[config.mk]
export PLATFORM = sky130hd
export DESIGN_NAME = hazard_ctrl
export DESIGN_NICKNAME = d
export VERILOG_FILES = /design/src/rtl/hazard_ctrl.sv
export SDC_FILE = /design/constraint.sdc
export NUM_CORES = 1
export LEC_CHECK = 0
export BUFFER_PORTS_ARGS = -buffer_cell sky130_fd_sc_hd__buf_2
export CORE_ASPECT_RATIO = 2
export CORE_MARGIN = 2
export CORE_UTILIZATION = 52
export DETAILED_ROUTE_END_ITERATION = 16
export PLACE_DENSITY = 0.92
export SYNTH_ARGS = -nofsm -noshare
export SYNTH_HDL_FRONTEND = slang
export SYNTH_SLANG_ARGS = --single-unit
[constraint.sdc]
create_clock -name clk -period 5.72 [get_ports clk]
set_clock_uncertainty 0.2 [all_clocks]
set_input_delay 0 -clock clk [delete_from_list [all_inputs] [get_ports clk]]
set_output_delay 0 -clock clk [all_outputs]
set_load 0.005 [all_outputs]
[src/rtl/hazard_ctrl.sv]
// -----------------------------------------------------------------------------
// hazard_ctrl
//   Pipeline hazard and sequencing controller for the 5-stage RV32I core.
//   Produces per-stage stall/flush enables for the IF/ID, ID/EX, EX/MEM and
//   MEM/WB pipeline registers, the execute-stage forwarding selects, a
//   data-memory timeout pulse and a saturating stall-cycle counter.
//
//   Compile-time option:
//     FORWARDING_EN  defined   -> forwarding unit active, only load-use stalls
//                    undefined -> fwd selects tied to 00, RAW on E/M producers
//                                 stalls decode until the producer leaves M
//
//   Ports:
//     clk, rst_n                 clock, asynchronous active-low reset
//     rs1D, rs2D                 decode-stage source registers
//     rs1E, rs2E                 execute-stage source registers
//     rdE, rdM, rdW              destination registers in E/M/W
//     reg_wrE, reg_wrM, reg_wrW  register-write enables in E/M/W
//     wb_selE                    E writeback select (2'b10 = load)
//     br_takenE                  branch taken / jump resolved in E
//     dmem_reqM, dmem_readyM     data-memory request / completion in M
//     stallF..stallM             hold PC, IF/ID, ID/EX, EX/MEM
//     flushD, flushE, flushW     bubble into IF/ID, ID/EX, MEM/WB
//     fwd_aE, fwd_bE             00 regfile, 01 from W, 10 from M
//     mem_err                    one-cycle pulse on memory timeout
//     stall_cycles               saturating count of cycles with stallF=1
// -----------------------------------------------------------------------------
module hazard_ctrl #(
    parameter int unsigned MEM_TIMEOUT = 16,
    parameter int unsigned STALL_CNT_W = 32
) (
    input  logic                   clk,
    input  logic                   rst_n,
    input  logic [4:0]             rs1D,
    input  logic [4:0]             rs2D,
    input  logic [4:0]             rs1E,
    input  logic [4:0]             rs2E,
    input  logic [4:0]             rdE,
    input  logic [4:0]             rdM,
    input  logic [4:0]             rdW,
    input  logic                   reg_wrE,
    input  logic                   reg_wrM,
    input  logic                   reg_wrW,
    input  logic [1:0]             wb_selE,
    input  logic                   br_takenE,
    input  logic                   dmem_reqM,
    input  logic                   dmem_readyM,
    output logic                   stallF,
    output logic                   stallD,
    output logic                   stallE,
    output logic                   stallM,
    output logic                   flushD,
    output logic                   flushE,
    output logic                   flushW,
    output logic [1:0]             fwd_aE,
    output logic [1:0]             fwd_bE,
    output logic                   mem_err,
    output logic [STALL_CNT_W-1:0] stall_cycles
);

    typedef enum logic [1:0] {
        RUN      = 2'd0,
        MEM_WAIT = 2'd1,
        TIMEOUT  = 2'd2
    } state_e;

    localparam int unsigned CNT_W = (MEM_TIMEOUT > 2) ? $clog2(MEM_TIMEOUT) : 1;
    localparam logic [CNT_W-1:0] LAST_CNT = CNT_W'(MEM_TIMEOUT - 1);

    state_e                 state_q, state_d;
    logic [CNT_W-1:0]       wait_cnt_q, wait_cnt_d;
    logic [STALL_CNT_W-1:0] stall_cycles_q, stall_cycles_d;

    logic load_use;
    logic data_hazard;
    logic freeze;     // memory wait: hold F..M, bubble into WB
    logic pipe_ctrl;  // branch / data-hazard logic may act this cycle
    logic timeout_pulse;

    logic       stallF_c, stallD_c, stallE_c, stallM_c;
    logic       flushD_c, flushE_c, flushW_c;
    logic [1:0] fwd_a_c, fwd_b_c;

    // ------------------------------------------------------------------
    // Hazard detection (x0 never matches)
    // ------------------------------------------------------------------
    function automatic logic reads_reg(input logic [4:0] rd);
        return (rd != 5'd0) && ((rd == rs1D) || (rd == rs2D));
    endfunction

    function automatic logic [1:0] fwd_sel(input logic [4:0] rs);
        logic [1:0] sel;
        sel = 2'b00;
        if (rs != 5'd0) begin
            if (reg_wrM && (rdM == rs))      sel = 2'b10;
            else if (reg_wrW && (rdW == rs)) sel = 2'b01;
        end
        return sel;
    endfunction

    always_comb begin
        load_use = (wb_selE == 2'b10) && reg_wrE && reads_reg(rdE);
`ifdef FORWARDING_EN
        data_hazard = load_use;
        fwd_a_c     = fwd_sel(rs1E);
        fwd_b_c     = fwd_sel(rs2E);
`else
        // Without bypassing, any in-flight producer in E or M blocks decode;
        // W needs no stall because the register file is write-first.
        data_hazard = (reg_wrE && reads_reg(rdE)) || (reg_wrM && reads_reg(rdM));
        fwd_a_c     = 2'b00;
        fwd_b_c     = 2'b00;
`endif
    end

    // ------------------------------------------------------------------
    // Sequencing FSM: next state
    // ------------------------------------------------------------------
    always_comb begin
        state_d       = state_q;
        wait_cnt_d    = wait_cnt_q;
        freeze        = 1'b0;
        pipe_ctrl     = 1'b0;
        timeout_pulse = 1'b0;

        case (state_q)
            RUN: begin
                if (dmem_reqM && !dmem_readyM) begin
                    freeze     = 1'b1;
                    wait_cnt_d = CNT_W'(1);
                    state_d    = (LAST_CNT == CNT_W'(1)) ? TIMEOUT : MEM_WAIT;
                end else begin
                    pipe_ctrl  = 1'b1;
                    wait_cnt_d = '0;
                end
            end
            MEM_WAIT: begin
                if (!dmem_readyM) begin
                    freeze     = 1'b1;
                    wait_cnt_d = wait_cnt_q + CNT_W'(1);
                    // wait_cnt counts stalled cycles including this one
                    if (wait_cnt_q + CNT_W'(1) == LAST_CNT) state_d = TIMEOUT;
                end else begin
                    // Release cycle behaves as RUN without a memory wait
                    pipe_ctrl  = 1'b1;
                    wait_cnt_d = '0;
                    state_d    = RUN;
                end
            end
            TIMEOUT: begin
                timeout_pulse = 1'b1;
                wait_cnt_d    = '0;
                state_d       = RUN;
            end
            default: begin
                wait_cnt_d = '0;
                state_d    = RUN;
            end
        endcase
    end

    // ------------------------------------------------------------------
    // Stall / flush outputs by priority: memory wait, branch, data hazard
    // ------------------------------------------------------------------
    always_comb begin
        stallF_c = 1'b0;
        stallD_c = 1'b0;
        stallE_c = 1'b0;
        stallM_c = 1'b0;
        flushD_c = 1'b0;
        flushE_c = 1'b0;
        flushW_c = 1'b0;
        if (freeze) begin
            stallF_c = 1'b1;
            stallD_c = 1'b1;
            stallE_c = 1'b1;
            stallM_c = 1'b1;
            flushW_c = 1'b1;
        end else if (pipe_ctrl) begin
            if (br_takenE) begin
                flushD_c = 1'b1;
                flushE_c = 1'b1;
            end else if (data_hazard) begin
                stallF_c = 1'b1;
                stallD_c = 1'b1;
                flushE_c = 1'b1;
            end
        end
    end

    // Outputs are forced low while reset is asserted
    always_comb begin
        stallF       = rst_n & stallF_c;
        stallD       = rst_n & stallD_c;
        stallE       = rst_n & stallE_c;
        stallM       = rst_n & stallM_c;
        flushD       = rst_n & flushD_c;
        flushE       = rst_n & flushE_c;
        flushW       = rst_n & flushW_c;
        fwd_aE       = rst_n ? fwd_a_c : 2'b00;
        fwd_bE       = rst_n ? fwd_b_c : 2'b00;
        mem_err      = rst_n & timeout_pulse;
        stall_cycles = stall_cycles_q;
    end

    always_comb begin
        stall_cycles_d = stall_cycles_q;
        if (stallF && (stall_cycles_q != '1)) stall_cycles_d = stall_cycles_q + 1'b1;
    end

    // ------------------------------------------------------------------
    // Registers
    // ------------------------------------------------------------------
    always_ff @(posedge clk or negedge rst_n) begin
        if (!rst_n) begin
            state_q        <= RUN;
            wait_cnt_q     <= '0;
            stall_cycles_q <= '0;
        end else begin
            state_q        <= state_d;
            wait_cnt_q     <= wait_cnt_d;
            stall_cycles_q <= stall_cycles_d;
        end
    end

endmodule

==> results.md <==
- Outcome: finished, final reports clean
- Sequential share of the synthesized area: 0.428
- Post-DP Area: 2550 um2
- Crit Path Max Fanout: 28
- Pleak: 1.47 nW
- CTS clk-pin slew, worst paths: 0.07 ns
- First-pass GRT wire length: 8020 um
- H-tree depth: 2
- CP Launch Type: register
- 1st-pass router iterations: 5
- Cell count after synthesis: 229
- Unrepaired setup endpoints after global routing: no
- Footprint of the multi-input gates: 1170 um2
- Chip height: 96.4 um
- Area growth, synth to finish: 20.5%
- Post-DR wirelength/cell: 13.6 um
- Synth Cell Area: 2220 um2
- Ys Warns: 0
- Max Cap Viol: 0
- CP endpoint kind: register
- HPWL Detailed: 3700 um
- Layout cells sized above 1: 0.267
- Gpl congestion: 0.810
- Period utilisation layout: 0.487
- Final Setup Violations: 0
- Slew @ Worst Pin: 0.721 ns
- Hold crit path type: primary input to asynchronous set/reset pin
- Hold_ws: 0.0817 ns
- Worst-skew pair later-pin latency: 0.29 ns
- Post-DRT Antenna Nets: 0
- Pwr/cell area: 218 nW/um2
- Max Buffers Root-to-Sink: 2
- Routed WL: 4780 um
- Largest net degree at the start of global routing: 42
- CTS tree: built
- Pwr Total: 0.000583 W
- Most frequent cells in the layout: 66 x buf_2, 48 x xor2_1, 38 x dfrtp_1
- DR DRC count: 0
- Port Buffer Count: 66
- Final hold vios: 0
- Vias in the first global route: 1,925
- Setup Buffers After CTS: 0
- Die area: 4840 um2
- Clock buffer count from CTS: 5
- # rows: 33
- Filler cell count: 377
- Post-synth cell types: 39
- Vias: 1,912
- Starting Density: 0.543
- Layout net count: 348
- Clock Sinks: 38
- Die width: 50.2 um
- Slew HR: 0.518
- Final design utilization: 0.654
- Async set-reset flop share out of synthesis: 1.00
- Final instance area: 2670 um2
- Avg Inst Size Synth: 9.69 um2
- Cells resized by post-CTS repair: 0
- ANT cells: 0
- Crit path required time: 5.69 ns
- Initial antenna violation count: 0
- Most common cell after layout, fill and taps aside: buf_2
- Min Tclk post-route: 2.79 ns
- Final setup TNS: 0 ns
- Overall global routing resource usage: 0.217
- Flip-flop and latch count after synthesis: 38
- Setup Crit Path Kind: register to register
- Detailed Route Iter0 Violations: 30
- # IOs: 89
- Grt ovf: 0
- Number of synthesized flops with an enable pin: 0
- Vias/cell: 5.43
- Max-slew violations: 0
- Commonest register cell after synthesis: dfrtp_1
- Area of the core: 4090 um2
- Worst Path Arrival: 2.76 ns
- Max Freq: 359 MHz
- Maximum VDD drop: 0.000166 V
- FF+latch area: 951 um2
- Root Driver: clkbuf_8
[critical path: stages (launching register included)]
cell      delay, ns
dfrtp_1        0.40
ha_1           0.20
and4_1         0.26
nand3_1        0.17
or4_4          0.61
nand2b_4       0.17
o21ai_4        0.27
mux2_1         0.38
[Yosys cell counts, drive strengths merged, types with 2 or more instances]
master | number | area, um2
xor2 | 48 | 420
dfrtp | 38 | 951
nor2 | 22 | 82.6
nor3 | 20 | 100
nand2 | 18 | 67.6
nand3 | 12 | 60.1
buf | 9 | 75.1
inv | 8 | 30.0
nor4 | 8 | 50.1
xnor2 | 6 | 52.6
and3 | 5 | 32.5
o21ai | 5 | 36.3
ha | 3 | 37.5
nand4 | 3 | 33.8
or4 | 3 | 26.3
a22oi | 2 | 15.0
and4 | 2 | 17.5
nand2b | 2 | 20.0
[metrics by stage]
stage / std cells / setup slack [ns]
6_report: 352 / 2.93
5_1_grt: 352 / 2.83
4_1_cts: 352 / 2.94
3_5_place_dp: 341 / 2.95
3_3_place_gp: 341 / 3.01
2_1_floorplan: 232 / 3.18
[final timing paths]
kind	start	end	slack, ns	cells after the start
max	stall_cycles[0]$_DFFE_PN0P_	stall_cycles[1]$_DFFE_PN0P_	2.93	7
min	rst_n	stall_cycles[9]$_DFFE_PN0P_	0.08	3
max reg2reg	stall_cycles[0]$_DFFE_PN0P_	stall_cycles[1]$_DFFE_PN0P_	2.93	7
min reg2reg	stall_cycles[9]$_DFFE_PN0P_	stall_cycles[9]$_DFFE_PN0P_	0.28	1
max in group asynchronous	rst_n	stall_cycles[2]$_DFFE_PN0P_	4.89	3
min in group clk	br_takenE	flushD	0.11	3
[where the power goes]
| part | internal [W] | switching [W] | total, W |
|---|---|---|---|
| registers | 0.000287 | 0.0000224 | 0.000310 |
| clock network | 0.0000817 | 0.0000912 | 0.000173 |
| logic | 0.0000481 | 0.0000523 | 0.000100 |
[cell type report]
| type | count | share of cell area |
|---|---|---|
| Clock inverter | 2 | 0.00374 |
| Multi-Input combinational cell | 176 | 0.438 |
| Tap cell | 52 | 0.0243 |
| Timing Repair Buffer | 71 | 0.141 |
| Inverter | 8 | 0.0112 |
| Clock buffer | 5 | 0.0257 |
| Sequential cell | 38 | 0.356 |
[registers in the layout, indices dropped and copies added (netlist names)]
name and cells:
wait_cnt_q 4, stall_cycles 32, state_q 2
[timing repair]
action / CTS / global route
hold buffers: 4 / 0
endpoints found under the hold margin: 44 / 0
setup endpoints to repair: 0 / 0
[metal layers]
metal,track usage,up-vias,part of all wire
met3,0.0354,12,0.046
met5,0,-,0
li1,-,910,-
met1,0.212,922,0.36
met4,0.132,0,0.032
met2,0.412,68,0.56
[kinds of logic after synthesis]
family,Yosys count,synth area share
and+or+nand+nor,100,0.237
xor gates and xnor gates,54,0.213
DFF,38,0.428
buffers and inverters,18,0.0490
AOI/OAI and AO/OA,13,0.0445
adders and majority gates,3,0.0169
muxes,2,0.00958
other,1,0.00169
Power figures use the tool's default switching activity.
